==> config.mk <==
export PLATFORM = sky130hd
export DESIGN_NAME = uart_tx_serializer
export DESIGN_NICKNAME = d
export VERILOG_FILES = /design/src/rtl/uart_pkg.sv /design/src/rtl/uart_tx_hold_reg.sv /design/src/rtl/uart_tx_serializer.sv
export SDC_FILE = /design/constraint.sdc
export NUM_CORES = 1
export LEC_CHECK = 0
export CORE_MARGIN = 5
export CORE_UTILIZATION = 55
export CTS_CLUSTER_SIZE = 10
export DETAILED_ROUTE_END_ITERATION = 7
export PLACE_DENSITY = 0.78
export SETUP_SLACK_MARGIN = 0.05
export SLEW_MARGIN = 10
export SYNTH_ARGS = -nofsm -noshare
export SYNTH_HDL_FRONTEND = slang
export SYNTH_SLANG_ARGS = --single-unit
==> constraint.sdc <==
create_clock -name clk -period 1.7 [get_ports clk]
set_input_delay 0.17 -clock clk [delete_from_list [all_inputs] [get_ports clk]]
set_output_delay 0.17 -clock clk [all_outputs]
set_load 0.005 [all_outputs]
==> src/rtl/uart_pkg.sv <==
// Shared UART transmit definitions: FSM state encoding, line levels and data-bit counts.
package uart_pkg;

    typedef enum logic [2:0] {
        TX_IDLE,
        TX_START,
        TX_DATA,
        TX_PARITY,
        TX_STOP
    } tx_state_t;

    localparam logic UART_IDLE_LEVEL  = 1'b1;
    localparam logic UART_START_LEVEL = 1'b0;

    localparam int UART_BITS_7 = 7;
    localparam int UART_BITS_8 = 8;

    // Index of the last data bit for the captured character length.
    function automatic logic [3:0] last_bit_idx(input logic bit8);
        return bit8 ? 4'(UART_BITS_8 - 1) : 4'(UART_BITS_7 - 1);
    endfunction

endpackage

==> src/rtl/uart_tx_hold_reg.sv <==
// One-entry transmit holding register: accepts a byte on valid/ready, releases it on load.
module uart_tx_hold_reg #(
    parameter int DATA_W = 8
) (
    input  logic              clk,
    input  logic              reset,
    input  logic              wr_valid,
    input  logic [DATA_W-1:0] wr_data,
    output logic              wr_ready,
    input  logic              load,
    output logic              hold_valid,
    output logic [DATA_W-1:0] hold_data
);

    logic accept;

    assign wr_ready = ~hold_valid;
    assign accept   = wr_valid & ~hold_valid;

    // Load is only requested while full and a write only lands while empty, so they never coincide.
    always_ff @(posedge clk) begin
        if (reset) begin
            hold_valid <= 1'b0;
            hold_data  <= '0;
        end else begin
            if (load) begin
                hold_valid <= 1'b0;
            end else if (accept) begin
                hold_valid <= 1'b1;
            end
            if (accept) begin
                hold_data <= wr_data;
            end
        end
    end

endmodule

==> src/rtl/uart_tx_serializer.sv <==
// UART transmit serializer: start, 7/8 data bits LSB first, optional parity, 1/2 stop bits.
// Parity support is built only when UART_TX_PARITY_EN is defined.
module uart_tx_serializer
    import uart_pkg::*;
#(
    parameter int DATA_W        = 8,
    parameter bit STOP2_DEFAULT = 1'b0
) (
    input  logic              clk,
    input  logic              reset,
    input  logic              xmit_pulse,
    input  logic              bit8,
    input  logic              stop2,
`ifdef UART_TX_PARITY_EN
    input  logic              parity_en,
    input  logic              parity_odd,
`endif
    input  logic [DATA_W-1:0] tx_data,
    input  logic              tx_valid,
    output logic              tx_ready,
    output logic              tx,
    output logic              tx_busy,
    output logic              tx_done
);

    tx_state_t         state_q, state_d;
    logic [DATA_W-1:0] shift_q, shift_d;
    logic [3:0]        bit_cnt_q, bit_cnt_d;
    logic              stop_cnt_q, stop_cnt_d;
    logic              cfg_bit8_q, cfg_bit8_d;
    logic              cfg_stop2_q, cfg_stop2_d;
    logic              tx_q, tx_d;
    logic              load;
    logic              done;
    logic              hold_valid;
    logic [DATA_W-1:0] hold_data;
`ifdef UART_TX_PARITY_EN
    logic              cfg_par_en_q, cfg_par_en_d;
    logic              par_q, par_d;
`endif

    uart_tx_hold_reg #(
        .DATA_W(DATA_W)
    ) u_hold (
        .clk       (clk),
        .reset     (reset),
        .wr_valid  (tx_valid),
        .wr_data   (tx_data),
        .wr_ready  (tx_ready),
        .load      (load),
        .hold_valid(hold_valid),
        .hold_data (hold_data)
    );

    always_ff @(posedge clk) begin
        if (reset) begin
            state_q      <= TX_IDLE;
            shift_q      <= '0;
            bit_cnt_q    <= '0;
            stop_cnt_q   <= 1'b0;
            cfg_bit8_q   <= 1'b1;
            cfg_stop2_q  <= STOP2_DEFAULT;
            tx_q         <= UART_IDLE_LEVEL;
`ifdef UART_TX_PARITY_EN
            cfg_par_en_q <= 1'b0;
            par_q        <= 1'b0;
`endif
        end else begin
            state_q      <= state_d;
            shift_q      <= shift_d;
            bit_cnt_q    <= bit_cnt_d;
            stop_cnt_q   <= stop_cnt_d;
            cfg_bit8_q   <= cfg_bit8_d;
            cfg_stop2_q  <= cfg_stop2_d;
            tx_q         <= tx_d;
`ifdef UART_TX_PARITY_EN
            cfg_par_en_q <= cfg_par_en_d;
            par_q        <= par_d;
`endif
        end
    end

    always_comb begin
        state_d      = state_q;
        shift_d      = shift_q;
        bit_cnt_d    = bit_cnt_q;
        stop_cnt_d   = stop_cnt_q;
        cfg_bit8_d   = cfg_bit8_q;
        cfg_stop2_d  = cfg_stop2_q;
        tx_d         = tx_q;
        load         = 1'b0;
        done         = 1'b0;
`ifdef UART_TX_PARITY_EN
        cfg_par_en_d = cfg_par_en_q;
        par_d        = par_q;
`endif
        if (xmit_pulse) begin
            case (state_q)
                TX_IDLE: begin
                    if (hold_valid) begin
                        load    = 1'b1;
                        state_d = TX_START;
                        tx_d    = UART_START_LEVEL;
                    end
                end
                TX_START: begin
                    tx_d      = shift_q[0];
                    shift_d   = shift_q >> 1;
                    bit_cnt_d = '0;
`ifdef UART_TX_PARITY_EN
                    par_d     = par_q ^ shift_q[0];
`endif
                    state_d   = TX_DATA;
                end
                TX_DATA: begin
                    if (bit_cnt_q == last_bit_idx(cfg_bit8_q)) begin
                        stop_cnt_d = 1'b0;
                        state_d    = TX_STOP;
                        tx_d       = UART_IDLE_LEVEL;
`ifdef UART_TX_PARITY_EN
                        if (cfg_par_en_q) begin
                            state_d = TX_PARITY;
                            tx_d    = par_q;
                        end
`endif
                    end else begin
                        tx_d      = shift_q[0];
                        shift_d   = shift_q >> 1;
                        bit_cnt_d = bit_cnt_q + 4'd1;
`ifdef UART_TX_PARITY_EN
                        par_d     = par_q ^ shift_q[0];
`endif
                    end
                end
`ifdef UART_TX_PARITY_EN
                TX_PARITY: begin
                    stop_cnt_d = 1'b0;
                    state_d    = TX_STOP;
                    tx_d       = UART_IDLE_LEVEL;
                end
`endif
                TX_STOP: begin
                    if (cfg_stop2_q && !stop_cnt_q) begin
                        stop_cnt_d = 1'b1;
                    end else begin
                        done = 1'b1;
                        // A waiting byte starts immediately so back-to-back frames have no idle gap.
                        if (hold_valid) begin
                            load    = 1'b1;
                            state_d = TX_START;
                            tx_d    = UART_START_LEVEL;
                        end else begin
                            state_d = TX_IDLE;
                        end
                    end
                end
                default: begin
                    state_d = TX_IDLE;
                    tx_d    = UART_IDLE_LEVEL;
                end
            endcase
        end

        // Frame configuration is frozen at load so mid-frame changes take effect next frame.
        if (load) begin
            shift_d      = hold_data;
            cfg_bit8_d   = bit8;
            cfg_stop2_d  = stop2;
`ifdef UART_TX_PARITY_EN
            cfg_par_en_d = parity_en;
            par_d        = parity_odd;
`endif
        end
    end

    assign tx      = tx_q;
    assign tx_busy = (state_q != TX_IDLE);
    assign tx_done = done;

endmodule
==> results.toml, run 1 <==
[outcome]
outcome = "finished, final reports clean"

[sta]
slew_headroom_pct = 69.4
setup_viol = 0
setup_ws_ns = 0.0960
worstMarginPinSlew_ns = 0.459
setup_tns_ns = 0
drv_slew = 0
post-route-period-util_pct = 94.4
fmax_mhz = 623
fin_skew_ns = 0.00193
rsz0062_at_grt = "yes"
finalHoldViolCount = 0
fin_crit_ns = 1.60

[power]
max-vdd-ir-drop_mv = 0.715
p_per_area_nw_per_um2 = 671
total_power_w = 0.00139
power.leakage_nw = 0.825

[floorplan]
die_h_um = 63.6
core.rowCount = 19
core-area_um2 = 2760
ios = 18
die_area_um2 = 4050
start_util_pct = 57.4
die_x_um = 63.6

[layout]
postLayoutCellArea_um2 = 2080
utilization_pct = 75.3
drive_above_1_share_pct = 24.3
diodes = 0
syn2layout_area_growth_pct = 31.2
fillers = 192
fin_nets = 234

[placed_design]
port_buffers = 17
dp_slack_ns = -0.213
hpwlAfterDp_um = 2980
place_area_um2 = 1880
gp_congestion = 0.847

[min_path]
hold_end = "cfg_bit8_q"
min_path_cells = 3
hold_class = "in -> reg"
hold_start = "bit8"

[clock_tree]
cts_buffers = 3
clk_latency_ns = 0.33
clockBufferDepth = 2
htreeDepth = 1
clk_pin_slew_ns = 0.15
cts_tree = "built"
cts.sinks = 28
cts_root_buf = "clkbuf_4"

[drt]
post_drt_via_cell_ratio = 6.66
routed_wl_um = 4530
drc_errors = 0
drt-initial-drc-count = 189
antenna_left = 0
wl_per_cell_um = 18.2
firstDrtPassIters = 4
dr_total_vias = 1659

[critical_path]
cp.buffers_inverters = 1
reg2reg_to = "shift_q[1]"
crit_family = "simple AND/OR/NAND/NOR gates"
startpoint_type = "flop"
critPathKind = "reg -> reg"
critPathRequiredTime_ns = 1.93
worstPathArrival_ns = 1.84
rrSetupSlack_ns = 0.1
rr_worst_depth = 5
r2r-start = "state_q[1]"
end_kind = "flop"
worstPathCellList = "nor4bb_1, buf_4, and2_1, o41ai_2, o2bb2ai_1"
crit_slowest_cell = "dfxtp_4"
cp_max_fo = 7
cp_slowest_stage_delay_ns = 0.39

[synthesis]
synth_top_area_share_pct = 35.4
synth_cell_types = 52
post_synth_inst_count = 186
synthTopCellsByArea = "dfxtp_1 35%, mux2i_1 5.1%, nor2_1 4.3%"
syn_avg_cell_area_um2 = 8.51
synth_flop_cell = "dfxtp_1"
syn_area_um2 = 1580
synth-async-reset-ratio_pct = 0
yosys.area.top_type = "dfxtp_1"
syn-num-nets = 201
yosysSeqAreaShare_pct = 35.4
synth_edf_count = 0
synth_seq_cells = 28
yosysWarnings = 0

[grt]
grtUsageTotal_pct = 21.3
antenna_found_initial = 0
gr-total-overflow = 0
grt_max_degree = 19
grt_first_pass_wirelength_um = 7090
grt_pass1_vias = 1500

[job]
maxCapViolations = 0
where the power goes:
part	total [W]	internal, W	switching, W
registers	0.000727	0.000689	0.0000385
logic	0.000332	0.000173	0.000159
clock network	0.000334	0.000131	0.000203
total	0.00139	0.000993	0.000400
cells by family after synthesis:
kind of cell             Yosys count  synth area share (%)
AO/OA/AOI/OAI                     62                  29.1
AND/OR/NAND/NOR                   65                  22.5
adder cells (fa/ha/maj)            1                 0.790
buffers and inverters             21                  6.09
XOR/XNOR                           1                  1.03
multiplexers                       8                  5.06
flip-flops                        28                  35.4
worst max path at each step:
stage	slack, ns	to	from	cells past startpoint
floorplan	0.32	shift_q[1]	state_q[2]	6
global placement	-0.15	shift_q[0]	xmit_pulse	6
detailed placement	-0.21	shift_q[4]	xmit_pulse	6
CTS	0.06	shift_q[4]	u_hold.hold_valid	5
global route	0.01	bit_cnt_q[3]	state_q[1]	6
finish	0.1	shift_q[1]	state_q[1]	5
tightest hold or removal path, delay by kind of cell:
family	cells	cell delay, ns
and+or+nand+nor	2	0.12
buffers and inverters	1	0.40
layout make-up:
class / count / area, um^2 / area share, %
clock buffers: 4 / 36.3 / 1.75
inverters: 6 / 22.5 / 1.08
multi-input cells: 137 / 998 / 48.1
flip-flops and latches: 28 / 574 / 27.7
well taps: 31 / 38.8 / 1.87
repair buffers: 43 / 407 / 19.6
placed cells by master (no fill, tap or decap), drive strengths merged, types with 2 or more instances in the layout:
cell type,Yosys,routed
a21o,5,5
a21oi,8,8
a31oi,2,2
a41oi,2,2
and3,2,2
buf,8,26
clkbuf,7,4
clkdlybuf4s50,0,15
dfxtp,28,28
inv,5,5
mux2i,8,8
nand2,9,9
nand2b,2,2
nand3,13,13
nand3b,4,4
nand4,2,2
nor2,18,18
nor2b,2,2
o21a,2,2
o21ai,6,6
o221ai,7,7
o22a,2,2
o22ai,8,8
o2bb2ai,5,5
o41ai,5,5
or2,4,4
or4,2,2
cell usage after synthesis (all sizes together) (2+ instances only):
master    n
dfxtp    28
nor2     18
nand3    13
nand2     9
a21oi     8
buf       8
mux2i     8
o22ai     8
clkbuf    7
o221ai    7
o21ai     6
a21o      5
inv       5
o2bb2ai   5
o41ai     5
nand3b    4
or2       4
a31oi     2
a41oi     2
and3      2
nand2b    2
nand4     2
nor2b     2
o21a      2
o22a      2
or4       2
stage by stage:
step / cells / hold slack, ns
5_1_grt: 249 / 0.377
4_1_cts: 246 / 0.392
6_report: 249 / 0.391
2_1_floorplan: 186 / 0.280
3_3_place_gp: 239 / 0.443
3_5_place_dp: 239 / 0.450
registers in the layout (all words and copies together) (netlist names):
name               count
bit_cnt_q              4
cfg_bit8_q             1
cfg_stop2_q            1
shift_q                8
state_q                3
stop_cnt_q             1
tx                     1
u_hold.hold_data       8
u_hold.hold_valid      1
repair_timing:
action | 4_1_cts | 5_1_grt
resized for setup | 14 | 17
setup buffers | 3 | 3
pin swaps | 0 | 3
hold buffers | 0 | 0
cloned | 0 | 0
setup endpoints to repair | 9 | 12
metal layers:
| layer | share of wire (%) | GRT usage [%] | wire (um) |
|---|---|---|---|
| met1 | 41 | 27.0 | 1850 |
| met2 | 49 | 35.8 | 2220 |
| met3 | 7.9 | 4.97 | 358 |
| met4 | 2.0 | 5.45 | 92 |
| met5 | 0 | 0 | 0 |
(Power assumes the default switching activity.)
==> inputs of run 2 (changes only) <==
--- a/config.mk
+++ b/config.mk
@@ -5,6 +5,7 @@
 export SDC_FILE = /design/constraint.sdc
 export NUM_CORES = 1
 export LEC_CHECK = 0
+export CORE_ASPECT_RATIO = 1.4
 export CORE_MARGIN = 5
 export CORE_UTILIZATION = 55
 export CTS_CLUSTER_SIZE = 10
==> run 2 against run 1 <==
  * Via count rose by 3.7%
  * Routed wire length increased by 5.9%
  * Count of clock-buffer cells in the layout did not move
  * Worst hold slack worse by 0.042 ns
  * First-iteration DRC count fell by 61%
  * Power increased by 7.1%
  * Clock skew grew 0.0025 ns
  * Utilization up 0.99 points
  * Final area up 3.6%
  * Register-to-register slack about the same
==> results.toml, run 2 (same netlist as run 1, synthesis figures left out) <==
[clock_tree]
clockBufferDepth = 2
htreeDepth = 1
hold_buffers = 0
clk_latency_ns = 0.28
cts_root_buf = "clkbuf_8"
cts_tree = "built"
clk_pin_slew_ns = 0.10
cts_buffers = 3
cts.sinks = 28

[sta]
fmax_mhz = 622
finalHoldViolCount = 0
worstMarginPinSlew_ns = 0.440
drv_slew = 0
setup_viol = 0
fin_crit_ns = 1.61
rsz0062_at_grt = "no"
slew_headroom_pct = 70.6
post-route-period-util_pct = 94.5
fin_skew_ns = 0.00444

[outcome]
outcome = "finished, final reports clean"

[layout]
reg_top3 = "shift_q x8, u_hold.hold_data x8, bit_cnt_q x4"
syn2layout_area_growth_pct = 36.0
fin_nets = 238
final_cells = 259
mostFrequentLayoutCells = "26 x buf_4, 24 x dfxtp_1, 16 x nor2_1"
diodes = 0
utilization_pct = 76.3
layout_commonest_cell = "buf_4"
drive_above_1_share_pct = 27.5

[job]
maxCapViolations = 0

[critical_path]
end_kind = "flop"
critPathKind = "reg -> reg"
worstPathArrival_ns = 1.82
cp_max_fo = 9
startpoint_type = "flop"
critPathRequiredTime_ns = 1.91

[grt]
grt_first_pass_wirelength_um = 7290
gr-total-overflow = 0
grtUsageTotal_pct = 22.1
grt_pass1_vias = 1643
antenna_found_initial = 0
grt_max_degree = 20

[power]
p_per_area_nw_per_um2 = 694
p_int_w = 0.00107
pwr-share-comb_pct = 22.8
switching_share_pct = 28.1
switchingPower_w = 0.000420
seq_power_share_pct = 48.7
max-vdd-ir-drop_mv = 0.665
total_power_w = 0.00149
power.leakage_nw = 0.889
clkPwrFrac_pct = 28.5

[min_path]
hold_class = "in -> reg"

[drt]
drt-initial-drc-count = 73
dr_total_vias = 1721
post_drt_via_cell_ratio = 6.64
firstDrtPassIters = 5
antenna_left = 0
drc_errors = 0
routed_wl_um = 4790
wl_per_cell_um = 18.5

[placed_design]
port_buffers = 17
dp_cells = 247
gp_congestion = 0.816
hpwlAfterDp_um = 3160

[floorplan]
die_x_um = 55.3
die_area_um2 = 4070
core-area_um2 = 2820
core.rowCount = 23
ios = 18
start_util_pct = 56.1
die_h_um = 73.5
run 2: area by class of cell:
type / instances / area, um^2
Fill cell: 205 / 668
Clock buffer: 4 / 55.1
Timing Repair Buffer: 47 / 427
Tap cell: 37 / 46.3
Sequential cell: 28 / 571
Inverter: 6 / 26.3
Multi-Input combinational cell: 137 / 1030
run 2: layer usage:
layer	GRT usage, %	share of wire (%)
met1	23.5	39
met5	0	0
met2	41.4	52
met3	3.69	5.9
met4	11.6	2.8
run 2: critical path, stage by stage, from the launching register on:
cell,delay (ns)
dfxtp_2,0.35
buf_6,0.12
buf_4,0.16
nand3b_1,0.23
buf_6,0.18
o22ai_2,0.09
o41ai_2,0.24
o2bb2ai_1,0.16
run 2: through the flow:
step	hold slack (ns)	setup slack, ns	area, um^2	TNS (ns)
3_5_place_dp	0.461	-0.234	1890	-1.63
5_1_grt	0.387	0.0452	2150	0
6_report	0.349	0.0934	2150	0
2_1_floorplan	0.280	0.324	1580	0
3_3_place_gp	0.444	-0.139	1890	-0.893
4_1_cts	0.475	0.0223	2000	0
run 2: timing repair:
item	4_1_cts	5_1_grt
setup buffers	4	4
setup endpoints to repair	9	9
gates cloned	0	0
resized for setup	8	26
pin swaps	0	1
run 2: power by group through the flow:
stage          Combinational (W)  Sequential [W]  Clock [W]
2_1_floorplan           0.000177        0.000729          0
3_3_place_gp            0.000279        0.000734          0
3_5_place_dp            0.000291        0.000737          0
4_1_cts                 0.000303        0.000722   0.000432
5_1_grt                 0.000364        0.000731   0.000465
6_report                0.000341        0.000727   0.000425
run 2: path summary, 6_finish.rpt:
kind                            start          to  cells after the start  slack (ns)
hold / removal             xmit_pulse  state_q[2]                      4        0.35
hold reg to reg   u_hold.hold_data[7]  shift_q[7]                      2        0.48
setup reg to reg           state_q[0]  shift_q[1]                      7        0.09
setup / recovery           state_q[0]  shift_q[1]                      7        0.09
